--- src/rtl/spi_master_if.sv ---
// Host handshake and SPI pin bundle for spi_master.
// The master modport is the controller's view; the slave modport is the host/pin side.
interface spi_master_if;
    logic       start;
    logic [1:0] cmd;
    logic [7:0] din;
    logic       busy;
    logic       done;
    logic [7:0] rx_data;
    logic       rx_valid;
    logic       SS_n;
    logic       MOSI;
    logic       MISO;

    modport master (
        input  start, cmd, din, MISO,
        output busy, done, rx_data, rx_valid, SS_n, MOSI
    );

    modport slave (
        output start, cmd, din, MISO,
        input  busy, done, rx_data, rx_valid, SS_n, MOSI
    );
endinterface

--- src/rtl/spi_master.sv ---
// Frame serialiser for the shared-clock SPI slave: sends {cmd,din}, and for
// read-data frames collects the 8-bit reply from MISO after RD_LAT idle cycles.
//
// state   | meaning
// --------+---------------------------------------------------------------
// S_IDLE  | SS_n high, waiting for start
// S_SEL   | SS_n low, slave leaves idle, MOSI = cmd[1]
// S_RW    | read/write decision bit (cmd[1]) presented to the slave
// S_SHIFT | 10 bits of {cmd,din}, MSB first
// S_WAIT  | RD_LAT idle cycles before the reply (read data only)
// S_RECV  | 8 reply bits shifted in from MISO, MSB first
// S_END   | SS_n high, done pulse, rx_data/rx_valid for read data
module spi_master #(
    parameter int RD_LAT = 1
) (
    input  logic         clk,
    input  logic         rst_n,
    spi_master_if.master bus
);

    typedef enum logic [2:0] {
        S_IDLE,
        S_SEL,
        S_RW,
        S_SHIFT,
        S_WAIT,
        S_RECV,
        S_END
    } state_t;

    localparam logic [3:0] SHIFT_LOAD = 4'd9;
    localparam logic [3:0] WAIT_LOAD  = 4'(RD_LAT - 1);
    localparam logic [3:0] RECV_LOAD  = 4'd7;

    state_t     state, state_nxt;
    logic [9:0] tx_sr, tx_sr_nxt;
    logic [3:0] cnt, cnt_nxt;
    logic       rd_frame, rd_frame_nxt;

    logic       ss_n_d, mosi_d, busy_d, done_d, rx_valid_d, load_rx;
    logic       ss_n_q, mosi_q, busy_q, done_q, rx_valid_q;
    logic [7:0] rx_data_q;
    logic [6:0] rx_sr;
    logic       recv_q;

    always_ff @(posedge clk or negedge rst_n) begin
        if (!rst_n) begin
            state    <= S_IDLE;
            tx_sr    <= '0;
            cnt      <= '0;
            rd_frame <= 1'b0;
        end else begin
            state    <= state_nxt;
            tx_sr    <= tx_sr_nxt;
            cnt      <= cnt_nxt;
            rd_frame <= rd_frame_nxt;
        end
    end

    always_comb begin
        state_nxt    = state;
        tx_sr_nxt    = tx_sr;
        cnt_nxt      = cnt;
        rd_frame_nxt = rd_frame;
        ss_n_d       = 1'b1;
        mosi_d       = 1'b0;
        busy_d       = (state != S_IDLE);
        done_d       = 1'b0;
        rx_valid_d   = 1'b0;
        load_rx      = 1'b0;

        unique case (state)
            S_IDLE: begin
                if (bus.start) begin
                    state_nxt    = S_SEL;
                    tx_sr_nxt    = {bus.cmd, bus.din};
                    rd_frame_nxt = (bus.cmd == 2'b11);
                end
            end
            S_SEL: begin
                ss_n_d    = 1'b0;
                mosi_d    = tx_sr[9];
                state_nxt = S_RW;
            end
            S_RW: begin
                ss_n_d    = 1'b0;
                mosi_d    = tx_sr[9];
                state_nxt = S_SHIFT;
                cnt_nxt   = SHIFT_LOAD;
            end
            S_SHIFT: begin
                ss_n_d    = 1'b0;
                mosi_d    = tx_sr[9];
                tx_sr_nxt = {tx_sr[8:0], 1'b0};
                if (cnt == 4'd0) begin
                    if (rd_frame) begin
                        state_nxt = S_WAIT;
                        cnt_nxt   = WAIT_LOAD;
                    end else begin
                        state_nxt = S_END;
                    end
                end else begin
                    cnt_nxt = cnt - 4'd1;
                end
            end
            S_WAIT: begin
                ss_n_d = 1'b0;
                if (cnt == 4'd0) begin
                    state_nxt = S_RECV;
                    cnt_nxt   = RECV_LOAD;
                end else begin
                    cnt_nxt = cnt - 4'd1;
                end
            end
            S_RECV: begin
                ss_n_d = 1'b0;
                if (cnt == 4'd0) begin
                    state_nxt = S_END;
                end else begin
                    cnt_nxt = cnt - 4'd1;
                end
            end
            S_END: begin
                done_d     = 1'b1;
                rx_valid_d = rd_frame;
                load_rx    = rd_frame;
                state_nxt  = S_IDLE;
            end
            default: begin
                state_nxt = S_IDLE;
            end
        endcase
    end

    // Pins lag the state by one edge, so MISO is sampled on the edge after a
    // RECV state; the eighth bit arrives together with the END update.
    always_ff @(posedge clk or negedge rst_n) begin
        if (!rst_n) begin
            ss_n_q     <= 1'b1;
            mosi_q     <= 1'b0;
            busy_q     <= 1'b0;
            done_q     <= 1'b0;
            rx_valid_q <= 1'b0;
            rx_data_q  <= '0;
            rx_sr      <= '0;
            recv_q     <= 1'b0;
        end else begin
            ss_n_q     <= ss_n_d;
            mosi_q     <= mosi_d;
            busy_q     <= busy_d;
            done_q     <= done_d;
            rx_valid_q <= rx_valid_d;
            recv_q     <= (state == S_RECV);
            if (recv_q) begin
                rx_sr <= {rx_sr[5:0], bus.MISO};
            end
            if (load_rx) begin
                rx_data_q <= {rx_sr, bus.MISO};
            end
        end
    end

    assign bus.SS_n     = ss_n_q;
    assign bus.MOSI     = mosi_q;
    assign bus.busy     = busy_q;
    assign bus.done     = done_q;
    assign bus.rx_valid = rx_valid_q;
    assign bus.rx_data  = rx_data_q;

endmodule

--- src/flat_wrapper.sv ---
// flat-port wrapper written by rule: the top's interface ports become plain ports
module spi_master_flat 
#(
    parameter int RD_LAT = 1
)
  (clk, rst_n, bus_start, bus_cmd, bus_din, bus_MISO, bus_busy, bus_done, bus_rx_data, bus_rx_valid, bus_SS_n, bus_MOSI);
  spi_master_if bus_i ();
  input  logic clk;
  input  logic rst_n;
  input wire logic [$bits(bus_i.start)-1:0] bus_start;
  input wire logic [$bits(bus_i.cmd)-1:0] bus_cmd;
  input wire logic [$bits(bus_i.din)-1:0] bus_din;
  input wire logic [$bits(bus_i.MISO)-1:0] bus_MISO;
  output wire logic [$bits(bus_i.busy)-1:0] bus_busy;
  output wire logic [$bits(bus_i.done)-1:0] bus_done;
  output wire logic [$bits(bus_i.rx_data)-1:0] bus_rx_data;
  output wire logic [$bits(bus_i.rx_valid)-1:0] bus_rx_valid;
  output wire logic [$bits(bus_i.SS_n)-1:0] bus_SS_n;
  output wire logic [$bits(bus_i.MOSI)-1:0] bus_MOSI;
  assign bus_i.start = bus_start;
  assign bus_i.cmd = bus_cmd;
  assign bus_i.din = bus_din;
  assign bus_i.MISO = bus_MISO;
  assign bus_busy = bus_i.busy;
  assign bus_done = bus_i.done;
  assign bus_rx_data = bus_i.rx_data;
  assign bus_rx_valid = bus_i.rx_valid;
  assign bus_SS_n = bus_i.SS_n;
  assign bus_MOSI = bus_i.MOSI;
  spi_master #(.RD_LAT(RD_LAT)) u_core (.clk(clk), .rst_n(rst_n), .bus(bus_i));
endmodule
--- config.mk ---
export PLATFORM = sky130hd
export DESIGN_NAME = spi_master_flat
export DESIGN_NICKNAME = d
export VERILOG_FILES = /design/src/rtl/spi_master_if.sv /design/src/rtl/spi_master.sv /design/src/flat_wrapper.sv
export SDC_FILE = /design/constraint.sdc
export NUM_CORES = 1
export LEC_CHECK = 0
export ABC_AREA = 1
export BUFFER_PORTS_ARGS = -buffer_cell sky130_fd_sc_hd__buf_2
export CORE_MARGIN = 3
export CORE_UTILIZATION = 45
export DETAILED_ROUTE_END_ITERATION = 12
export PLACE_DENSITY = 0.77
export SLEW_MARGIN = 10
export SYNTH_ARGS = -nofsm -noshare
export SYNTH_HDL_FRONTEND = slang
export SYNTH_SLANG_ARGS = --single-unit
--- constraint.sdc ---
create_clock -name clk -period 1.75 [get_ports clk]
set_input_delay 0.0875 -clock clk [delete_from_list [all_inputs] [get_ports clk]]
set_output_delay 0.0875 -clock clk [all_outputs]
set_load 0.05 [all_outputs]
# Yosys cells after proc, flatten, opt, wreduce, memory -nomap -nowiden
# Cells that the tools add are included.
[op_classes] add_sub_neg=1 eq_ne=13 mux=17 n_reduce_logical=11
[ops] cell="$pmux 10 s2" count=1
[ops] cell="$pmux 3 s6" count=1
[ops] cell="$mux 4" count=4
[ops] cell="$pmux 4 s4" count=1
[ops] cell="$mux 3" count=4
[ops] cell="$mux 10" count=1
[ops] cell="$eq 3x3->1 const B" count=3
[ops] cell="$eq 3x2->1 const B" count=2
[ops] cell="$ne 2x1->1 const B" count=3
[ops] cell="$reduce_or 5->1" count=1
[ops] cell="$logic_not 4->1" count=1
[ops] cell="$mux 1" count=4
[ops] cell="$ne 2x2->1 const B" count=2
[ops] cell="$reduce_and 2->1" count=2
[ops] cell="$reduce_and 4->1" count=1
[ops] cell="$reduce_bool 4->1" count=1
[ops] cell="$sub 4x1->4 const B" count=1
[ops] cell="$eq 3x1->1 const B" count=1
[ops] cell="$logic_not 3->1" count=1
[ops] cell="$ne 3x2->1 const B" count=1
[ops] cell="$reduce_and 3->1" count=1
[ops] cell="$reduce_bool 3->1" count=1
[ops] cell="$reduce_or 3->1" count=1
[ops] cell="$eq 2x2->1 const B" count=1
[ops] cell="2 further kinds" count=2
[totals] register_bits=39 in_bits=14 output_inout_bits=13 wordCells=54

# Longest topological paths before layout
# Gate-level depths: netlist of run 1.
[logic_depth] word_depth=3 depth_mapped=11 depth_no_buf=10

# Worst setup path before layout of run 1
# Ideal clock, no wire load.
[synth_path] kind="register to register" start="reg u_core.state[1]" end="reg u_core.cnt[0]" setup_ps=116 arrival_time_ps=1094 required_time_ps=1634 slack_ps=539 path_stages_with_launch=12 n_path_buf=1 synth_period_minus_slack_ps=1211 path_cell_list="dfrtp_1 -> buf_6 -> inv_1 -> nand2_1 -> nor2_2 -> inv_1 -> nand2_1 -> nand2_1 -> nand2_2 -> inv_2 -> nand2_1 -> nand2_1"
[synth_via] elab_chain_len=3 elab_cells_between_ends=9 classes_between="eq/ne (6); mux (1); reduce/logical (2)"
[synth_lines] item="from (decl)" line_no="spi_master.sv:35" source="state_t state, state_nxt;"
[synth_lines] item="from (signal assigned)" line_no="spi_master.sv:53" source="state <= state_nxt;"
[synth_lines] item="$eq 3x2->1 or $eq 3x3->1 (tied branches)" line_no="spi_master.sv:72" source="unique case (state)"
[synth_lines] item="$ne 3x2->1 (no source line), or another cell as far along"
[synth_lines] item="$reduce_and 3->1 (no source line)"
[synth_lines] item="to (signal assigned)" line_no="spi_master.sv:55" source="cnt <= cnt_nxt;"
[synth_lines] item="to (decl)" line_no="spi_master.sv:37" source="logic [3:0] cnt, cnt_nxt;"
# Several ways; a longest one is shown, not always the timed one.
# A chain may end at the register's enable or synchronous reset.

# Worst setup path after layout of run 1
[layout_path] start="reg u_core.state[1]" end="reg u_core.tx_sr[9]"
[layout_via] elab_chain_len=3 elab_cells_between_ends=6 classes_between="eq/ne (2); mux (1); reduce/logical (3)"
[layout_lines] item="$eq 3x2->1 or $logic_not 3->1 (tied branches)" line_no="spi_master.sv:72"
[layout_lines] item="$reduce_bool 2->1 (no source line) or $ne 2x2->1 (tied branches)"
[layout_lines] item="$reduce_and 2->1 (no source line)"
[layout_lines] item="to (signal assigned)" line_no="spi_master.sv:54" source="tx_sr <= tx_sr_nxt;"
[layout_lines] item="to (decl)" line_no="spi_master.sv:36" source="logic [9:0] tx_sr, tx_sr_nxt;"
# Several ways; a longest one is shown, not always the timed one.

==> impl_metrics.py, run 1 <==
metrics = {
    "status": {
        "outcome": "finished clean",
    },
    "min_path": {
        "whs_endpoint": "u_core.tx_sr[0]",
        "holdCritPathClass": "in -> reg",
        "hold_start": "bus_din[0]",
        "min_path_cells": 3,
    },
    "floorplan": {
        "rows": 21,
        "die_h_microns": 67.5,
        "die_w_microns": 67.5,
        "core_area_sq_mm": 0.00349,
        "start_util": 0.487,
        "fp.dieArea_sq_mm": 0.00456,
        "ios": 27,
    },
    "drt": {
        "drtIter0Drc": 49,
        "vias": 1353,
        "postRouteAntennaNets": 0,
        "drt_pre_antenna_iters": 4,
        "wl_mm": 3.09,
        "drc": 0,
        "viasPerCell": 4.88,
        "wl_per_cell_microns": 11.1,
    },
    "sta": {
        "fin_tns_setup_ns": 0,
        "final-max-slew-violation-count": 0,
        "finClkSkew_ns": 0.00859,
        "fin_ws_ns": 0.309,
        "min_period_over_period": 0.823,
        "rsz0062_at_grt": "false",
        "setup_violations": 0,
        "slew_headroom": 0.685,
        "worstMarginPinSlew_ns": 0.473,
        "fmax_mhz": 694,
        "fin_crit_ns": 1.44,
        "timing.final.hold_violations": 0,
    },
    "clock_network": {
        "cts_buffers": 5,
        "cts_tree": "done",
        "clkSlewWorstSetupHoldPaths_ns": 0.08,
        "clk_latency_ns": 0.29,
        "cts_max_level": 2,
        "cts_buffer_depth": 2,
        "cts_root_buf": "clkbuf_8",
        "cts_sinks": 39,
    },
    "yosys": {
        "synthesis.area_sq_mm": 0.00170,
        "ys_dominant_reg_cell": "dfrtp_1",
        "synth_common_cells": "nand2_1 (56), dfrtp_1 (38), nor2_1 (30)",
        "yosys-top-cells-area": "dfrtp_1 (56%), nand2_1 (12%), nor2_1 (6.6%)",
        "synthMostInstantiatedCell": "nand2_1",
        "synth_top_family_by_area": "simple AND/OR/NAND/NOR gates",
        "ys_types": 22,
        "yosys.area_share.simple": 0.238,
        "synth_top_area_share": 0.558,
        "yosysWarnings": 0,
        "ys_seq_area_frac": 0.574,
        "synth_top_cell_by_area": "dfrtp_1",
        "synth_fa_ha_area_frac": 0.0147,
        "synth_edf_count": 0,
        "syn-num-nets": 214,
        "ys_async_sr_fraction": 1.00,
        "synthCells": 198,
        "avgSynthCellArea_sq_um": 8.60,
        "ys_ff_latch": 39,
        "synth-compound-area-share": 0.0992,
        "synth-xor-area-share": 0.00514,
        "synth.area.mux_share": 0,
    },
    "finish": {
        "antenna_cells": 0,
        "final_nets": 246,
        "layout-drive-gt1-share": 0.199,
        "syn_to_final_growth_pct": 15.7,
    },
    "worst_setup_path": {
        "r2r-end": "u_core.tx_sr[9]",
        "crit_slowest_cell": "dfrtp_1",
        "ff2ff_path_depth": 5,
        "path_buf_inv": 1,
        "cp.required_ns": 1.93,
        "crit_type": "reg -> reg",
        "crit_fanout": 8,
        "cp-start-kind": "register",
        "r2r-start": "u_core.state[1]",
        "cp_top_family": "simple AND/OR/NAND/NOR gates",
        "worstPathArrival_ns": 1.62,
        "end_kind": "register",
        "r2r_slack_ns": 0.31,
        "cp_cell_sequence": "nor2_4, nand3_1, buf_4, nor2_1, nor3_1",
        "critPathMaxStageDelay_ns": 0.48,
    },
    "global_routing": {
        "antenna_found_initial": 0,
        "overflow": 0,
        "groute.usage.overall": 0.162,
        "grt_max_degree": 40,
        "grt_first_pass_wirelength_mm": 5.45,
        "first_global_vias": 1270,
    },
    "power_and_ir_drop": {
        "power_density_mw_per_mm2": 1880,
        "ir_worst_vdd_mv": 1.05,
        "p_leak_nw": 1.00,
    },
    "placed_design": {
        "hpwl_mm": 2.23,
        "post-place-ws_ns": 0.330,
        "gp_congestion": 0.887,
        "place.port_buffers": 26,
    },
    "run": {
        "max-cap-violations": 0,
    },
}
cell usage in the layout, fill, tap and decap left out:
cell type       n
o21ai_0        15
nor2_1         30
inv_2           2
o211ai_1        1
xnor2_1         1
inv_1          18
clkbuf_8        5
nand2_1        56
clkinv_2        1
a211oi_1        1
a21oi_1         3
buf_4           3
ha_1            2
nand2_2         4
dfstp_2         1
dfrtp_1        38
nand3_1         6
nor2_4          1
dlygate4sd3_1   1
o22ai_1         7
clkinvlp_4      2
nor2_2          1
buf_2          26
nor3_1          2
o21ai_1         4
registers in the layout (all words and copies together) (netlist names):
name,count
u_core.bus.done,1
u_core.bus.MOSI,1
u_core.recv_q,1
u_core.tx_sr,10
u_core.state,3
u_core.bus.rx_data,8
u_core.bus.SS_n,1
u_core.rx_sr,7
u_core.rd_frame,1
u_core.bus.busy,1
u_core.cnt,4
u_core.bus.rx_valid,1
area by class of cell:
cell class / count / area [sq um]
Inverter: 20 / 75.1
Tap cell: 46 / 57.6
Clock inverter: 3 / 20.0
Clock buffer: 5 / 68.8
Fill cell: 338 / 1530
Timing Repair Buffer: 30 / 163
Multi-Input combinational cell: 134 / 608
Sequential cell: 39 / 977
power by group:
part,switching (W),internal (W)
Clock,0.000313,0.000277
Combinational,0.00109,0.000490
Sequential,0.000259,0.00128
per-layer routing:
layer | share of wire | track usage | vias up | wire (microns)
met5 | 0 | 0 | - | 0
met4 | 0.017 | 0.0684 | 0 | 51
met3 | 0.065 | 0.0499 | 6 | 199
met2 | 0.44 | 0.256 | 37 | 1350
met1 | 0.48 | 0.205 | 621 | 1480
li1 | - | - | 689 | -
through the flow:
stage | area (sq um) | hold slack [ns] | instances | utilization | total power [W]
finish | 1970 | 0.0164 | 277 | 0.564 | 0.00370
global route | 1970 | 0.0316 | 277 | 0.564 | 0.00406
CTS | 1970 | 0.0128 | 277 | 0.564 | 0.00374
detailed placement | 1870 | 0.169 | 268 | 0.535 | 0.00314
global placement | 1870 | 0.166 | 268 | 0.535 | 0.00309
floorplan | 1700 | -0.208 | 198 | - | 0.00279
cells by family (layout without fill, tap and decap cells):
kind of cell	Yosys count	in the layout
AOI/OAI and AO/OA	31	31
xor gates and xnor gates	1	1
adders and majority gates	2	2
buffers and inverters	25	58
DFF	39	39
and+or+nand+nor	100	100
worst max-delay path by stage:
stage                     slack [ns]            start              end  depth (start not counted)
after detailed placement        0.33  u_core.state[1]  u_core.tx_sr[9]                          5
after global placement          0.31  u_core.state[1]  u_core.tx_sr[9]                          5
final                           0.31  u_core.state[1]  u_core.tx_sr[9]                          5
after floorplan                 0.54  u_core.state[1]    u_core.cnt[0]                         11
after CTS                       0.31  u_core.state[1]  u_core.tx_sr[9]                          5
after global routing            0.08  u_core.state[2]  u_core.state[0]                          6
worst min-delay path: stages:
cell,delay (ns)
buf_2,0.09
nand2_1,0.05
nand2_1,0.05
timing repair:
item | in CTS | in global routing
setup buffers | 0 | 0
gates resized for setup | 0 | 0
hold buffers | 1 | 0
hold endpoints to repair | 38 | 0
(Power assumes the default switching activity.)
==> run 2: changes to the inputs <==
Settings changed: PLACE_DENSITY 0.77 to 0.79.
Clock period 1.75 ns to 1.25 ns, I/O delays scaled along.
==> run 2 against run 1 <==
Compared with the run above:
- the flow now finishes with violations (setup timing)
- hold slack better by 0.0015 ns
- clock power up 44%
- clock skew down 0.0013 ns
- combinational power up 84%
- register-to-register slack worse by 0.41 ns
- sequential cell count unchanged
- via count up 7.2%
- count of clock-buffer cells in the layout unchanged
- global-route usage up 0.80 points
- wire length up 18%
- core utilization up 8.2 points
- maximum frequency up 6.6%
- critical path type unchanged
==> impl_metrics.py, run 2 (same netlist as run 1, synthesis figures left out) <==
metrics = {
    "status": {
        "violations": "setup timing",
        "outcome": "finished, violations left",
    },
    "sta": {
        "worstMarginPinSlew_ns": 0.480,
        "finClkSkew_ns": 0.00727,
        "min_period_over_period": 1.08,
        "slew_headroom": 0.680,
        "fin_ws_ns": -0.102,
        "fmax_mhz": 740,
        "fin_crit_ns": 1.35,
        "setup_violations": 12,
        "rsz0062_at_grt": "true",
        "timing.final.hold_violations": 0,
        "final-max-slew-violation-count": 0,
    },
    "placed_design": {
        "post-place-ws_ns": -0.111,
        "gp_congestion": 0.908,
        "placed_area_sq_mm": 0.00198,
        "hpwl_mm": 2.31,
        "place.port_buffers": 26,
    },
    "min_path": {
        "min_path_cells": 3,
        "hold_start": "bus_din[5]",
        "whs_endpoint": "u_core.tx_sr[5]",
        "holdCritPathClass": "in -> reg",
    },
    "worst_setup_path": {
        "ff2ff_path_depth": 7,
        "r2r_slack_ns": -0.10,
        "cp-start-kind": "register",
        "cp.required_ns": 1.43,
        "worstPathArrival_ns": 1.53,
        "crit_type": "reg -> reg",
        "crit_fanout": 6,
        "end_kind": "register",
        "r2r-end": "u_core.state[1]",
        "r2r-start": "u_core.state[1]",
    },
    "clock_network": {
        "cts_buffers": 5,
        "cts_root_buf": "clkbuf_8",
        "cts_buffer_depth": 2,
        "clk_latency_ns": 0.30,
        "cts_max_level": 2,
        "cts_sinks": 39,
        "clkSlewWorstSetupHoldPaths_ns": 0.08,
        "cts_tree": "done",
    },
    "finish": {
        "layout-drive-gt1-share": 0.362,
        "finish.instance_area_sq_mm": 0.00225,
        "final_nets": 269,
        "antenna_cells": 0,
        "final_util": 0.645,
        "final_cell_mix": "nand2_1 (50), dfrtp_1 (35), buf_2 (26), nor2_1 (24), buf_4 (20)",
        "n_fill_cell": 303,
        "top_register": "u_core.tx_sr",
        "syn_to_final_growth_pct": 32.4,
        "layout_commonest_cell": "nand2_1",
        "multiInputGateArea_sq_um": 706,
        "largest_reg_flops": 10,
        "layout.area.seq_sq_um": 981,
    },
    "global_routing": {
        "groute.usage.overall": 0.170,
        "antenna_found_initial": 0,
        "grt_max_degree": 40,
        "overflow": 0,
        "grt_first_pass_wirelength_mm": 5.64,
        "first_global_vias": 1316,
    },
    "floorplan": {
        "fp.dieArea_sq_mm": 0.00456,
        "die_h_microns": 67.5,
        "ios": 27,
        "rows": 21,
        "die_w_microns": 67.5,
        "core_area_sq_mm": 0.00349,
        "start_util": 0.487,
    },
    "drt": {
        "vias": 1451,
        "wl_per_cell_microns": 12.2,
        "drc": 0,
        "drt_pre_antenna_iters": 5,
        "postRouteAntennaNets": 0,
        "viasPerCell": 4.84,
        "drtIter0Drc": 76,
        "wl_mm": 3.65,
    },
    "power_and_ir_drop": {
        "p_leak_nw": 1.14,
        "power_w": 0.00595,
        "ir_worst_vdd_mv": 1.28,
        "power_density_mw_per_mm2": 2640,
    },
    "run": {
        "max-cap-violations": 0,
    },
}
[run 2: metrics by stage]
| step | instances | hold slack [ns] | setup TNS [ns] |
|---|---|---|---|
| after floorplan | 198 | -0.233 | 0 |
| after detailed placement | 283 | 0.139 | -1.70 |
| after global routing | 300 | 0.0277 | -1.64 |
| final | 300 | 0.0179 | -0.426 |
| after global placement | 283 | 0.143 | -1.36 |
| after CTS | 297 | 0.0126 | -0.0919 |
[run 2: cell type report]
cell class	count	share of cell area
Clock buffer	5	0.0305
Clock inverter	3	0.00888
Inverter	20	0.0344
Multi-Input combinational cell	135	0.313
Sequential cell	39	0.435
Tap cell	46	0.0255
Timing Repair Buffer	52	0.153
[run 2: how the worst max path moves through the flow]
stage	from	to	cells after the start
floorplan	u_core.state[1]	u_core.cnt[0]	11
global placement	u_core.state[1]	u_core.bus.rx_data[3]	6
detailed placement	u_core.state[1]	u_core.bus.rx_data[3]	6
CTS	u_core.state[0]	u_core.cnt[1]	8
global route	u_core.state[1]	u_core.state[1]	7
finish	u_core.state[1]	u_core.state[1]	7
[run 2: worst max-delay path, stage by stage (launching register included)]
cell     delay, ns
dfrtp_2       0.48
nor2_4        0.19
buf_6         0.12
nand2_2       0.06
nor2_2        0.14
a21oi_2       0.06
o21ai_1       0.11
nand2_1       0.08
[run 2: what timing repair did]
action / CTS / global route
gates resized for setup: 13 / 26
hold buffers: 3 / 0
endpoints found under the hold margin: 41 / 0
pin swaps: 2 / 6
setup endpoints to repair: 27 / 26
cloned: 0 / 1
setup buffers: 3 / 2
[run 2: routing by layer]
metal,share of wire,routed length (microns),global-route usage
met4,0.016,58,0.0861
met5,0,0,0
met1,0.43,1580,0.198
met3,0.072,263,0.0632
met2,0.48,1740,0.273
[run 2: where the power goes]
part           switching, W  internal, W
Sequential         0.000400      0.00180
Clock              0.000462     0.000388
Combinational       0.00181      0.00109
==> run 3: changes to the inputs <==
Settings changed: ABC_AREA 1 to not set, CORE_UTILIZATION 45 to 50, PLACE_DENSITY 0.79 to 0.85, SKIP_CTS_REPAIR_TIMING set to 1.
==> run 3 against run 2 <==
Compared with the run above:
- the flow finishes with violations (hold timing, setup timing)
- clock skew fell by 0.0052 ns
- synthesized area rose by 4.0%
- global-route usage rose by 3.0 points
- hold slack got worse by 0.053 ns
- sequential power fell by 18%
- via count rose by 0.69%
- critical endpoint is now u_core.cnt[0]
- highest routed layer unchanged
==> impl_metrics.py, run 3 <==
metrics = {
    "yosys": {
        "ys_types": 36,
        "yosys-top-cells-area": "dfrtp_1 (54%), mux2_2 (9.5%), a21oi_1 (4.0%)",
        "synthCells": 165,
        "yosysWarnings": 0,
        "avgSynthCellArea_sq_um": 10.7,
        "synthMostInstantiatedCell": "dfrtp_1",
        "synthesis.area_sq_mm": 0.00177,
        "ys_seq_area_frac": 0.552,
        "ys_async_sr_fraction": 1.00,
        "synth_common_cells": "dfrtp_1 (38), mux2_2 (15), a21oi_1 (14), inv_1 (14), nand2_1 (14)",
        "ys_dominant_reg_cell": "dfrtp_1",
        "synth_top_area_share": 0.537,
        "syn-num-nets": 181,
        "synth_edf_count": 0,
        "ys_ff_latch": 39,
        "synth_top_cell_by_area": "dfrtp_1",
    },
    "floorplan": {
        "start_util": 0.553,
        "rows": 20,
        "fp.dieArea_sq_mm": 0.00429,
        "die_h_microns": 65.5,
        "die_w_microns": 65.5,
        "ios": 27,
        "core_area_sq_mm": 0.00320,
    },
    "placed_design": {
        "post-place-ws_ns": -0.359,
        "placed_area_sq_mm": 0.00211,
        "gp_congestion": 0.795,
        "hpwl_mm": 2.90,
        "place.port_buffers": 26,
    },
    "worst_setup_path": {
        "r2r-end": "u_core.cnt[0]",
        "r2r_slack_ns": -0.40,
        "end_kind": "register",
        "ff2ff_path_depth": 7,
        "cp-start-kind": "register",
        "crit_type": "reg -> reg",
        "crit_fanout": 5,
        "r2r-start": "u_core.cnt[1]",
        "cp.required_ns": 1.52,
        "worstPathArrival_ns": 1.92,
    },
    "drt": {
        "wl_mm": 4.05,
        "drc": 0,
        "postRouteAntennaNets": 0,
        "wl_per_cell_microns": 15.5,
        "drtIter0Drc": 37,
        "drt_pre_antenna_iters": 4,
        "vias": 1461,
        "viasPerCell": 5.60,
    },
    "min_path": {
        "holdCritPathClass": "in -> reg",
        "min_path_cells": 3,
        "whs_endpoint": "u_core.rd_frame",
        "hold_start": "bus_cmd[0]",
    },
    "finish": {
        "multiInputGateArea_sq_um": 786,
        "n_fill_cell": 239,
        "final_nets": 232,
        "largest_reg_flops": 10,
        "top_register": "u_core.tx_sr",
        "final_cell_mix": "dfrtp_1 (38), buf_2 (26), buf_4 (21), mux2_2 (15), a21oi_1 (14)",
        "finish.instance_area_sq_mm": 0.00230,
        "syn_to_final_growth_pct": 30.1,
        "antenna_cells": 0,
        "layout_commonest_cell": "dfrtp_1",
        "layout-drive-gt1-share": 0.410,
        "layout.area.seq_sq_um": 977,
    },
    "status": {
        "violations": "hold timing, setup timing",
        "outcome": "finished, violations left",
    },
    "clock_network": {
        "cts_buffers": 5,
        "clkSlewWorstSetupHoldPaths_ns": 0.11,
        "cts_buffer_depth": 2,
        "cts_max_level": 2,
        "cts_root_buf": "clkbuf_4",
        "cts_tree": "done",
        "clk_latency_ns": 0.34,
        "cts_sinks": 39,
    },
    "sta": {
        "worstMarginPinSlew_ns": 0.398,
        "fin_ws_ns": -0.401,
        "timing.hold.ws_ns": -0.0351,
        "finClkSkew_ns": 0.00208,
        "timing.final.hold_violations": 2,
        "rsz0062_at_grt": "true",
        "slew_headroom": 0.735,
        "fmax_mhz": 606,
        "fin_crit_ns": 1.65,
        "min_period_over_period": 1.32,
        "final-max-slew-violation-count": 0,
        "setup_violations": 26,
    },
    "power_and_ir_drop": {
        "power_density_mw_per_mm2": 2000,
        "p_int_w": 0.00279,
        "clockPowerShare": 0.136,
        "p_leak_nw": 1.12,
        "combPwrFrac": 0.474,
        "swShare": 0.394,
        "p_seq_frac": 0.390,
        "ir_worst_vdd_mv": 1.18,
        "p_sw_w": 0.00182,
    },
    "global_routing": {
        "groute.usage.overall": 0.200,
        "antenna_found_initial": 0,
        "overflow": 0,
        "grt_first_pass_wirelength_mm": 6.53,
        "first_global_vias": 1452,
        "grt_max_degree": 17,
    },
    "run": {
        "max-cap-violations": 0,
    },
}
==> run 3: cell types whose count changed after synthesis, moves of 6 or more <==
cell      delta
nor2_1      -24
clkbuf_1     +6
nand2_1     -42
mux2_2      +15
a21oi_1     +11
o21ai_0      -8
==> run 3: final cells by class <==
cell class,count,area share
clock inverters,2,0.00543
multi-input cells,101,0.341
flip-flops and latches,39,0.424
inverters,14,0.0228
repair buffers,55,0.165
clock buffers,6,0.0179
well taps,44,0.0239
==> run 3: metrics by stage <==
stage	power, W	std cells	utilization	TNS [ns]
floorplan	0.00306	165	-	-1.74
global placement	0.00356	247	0.660	-2.70
CTS	0.00433	255	0.677	-4.12
detailed placement	0.00371	247	0.660	-3.52
global route	0.00492	261	0.719	-6.83
finish	0.00461	261	0.719	-4.30
==> run 3: logic make-up (layout without fill, tap and decap cells) <==
logic type	count (synthesis)	after routing	share of synthesized area
fa+ha+maj	2	2	0.0141
compound gates	43	43	0.149
flops	39	39	0.552
mux	16	16	0.101
buf+inv	25	77	0.0594
simple gates	40	40	0.124
==> run 3: per-layer routing <==
| layer | up-vias | global-route usage | wire length, microns |
|---|---|---|---|
| met4 | 0 | 0.0596 | 22 |
| met1 | 717 | 0.227 | 1680 |
| met5 | - | 0 | 0 |
| met3 | 4 | 0.0581 | 255 |
| met2 | 48 | 0.360 | 2090 |
| li1 | 692 | - | - |
==> run 3: worst max-delay path by stage <==
| stage | start | endpoint | slack (ns) | cells after the start |
|---|---|---|---|---|
| final | u_core.cnt[1] | u_core.cnt[0] | -0.40 | 7 |
| after global routing | u_core.cnt[1] | u_core.cnt[0] | -0.46 | 7 |
| after CTS | u_core.cnt[1] | u_core.cnt[1] | -0.39 | 7 |
| after detailed placement | u_core.cnt[1] | u_core.cnt[1] | -0.36 | 7 |
| after global placement | u_core.cnt[1] | u_core.cnt[1] | -0.29 | 7 |
| after floorplan | u_core.cnt[1] | u_core.cnt[2] | -0.39 | 7 |
==> run 3: critical path, cell delays in order (launching register included) <==
cell      delay, ns
dfrtp_1        0.40
inv_2          0.08
ha_4           0.15
or3b_4         0.39
buf_6          0.14
o211ai_1       0.16
o21ai_1        0.09
a21oi_1        0.16
==> run 3: power by group through the flow <==
stage	sequential [W]	clock (W)	combinational, W
floorplan	0.00188	0	0.00117
global placement	0.00180	0	0.00177
detailed placement	0.00182	0	0.00189
CTS	0.00179	0.000639	0.00190
global route	0.00183	0.000704	0.00238
finish	0.00180	0.000627	0.00219
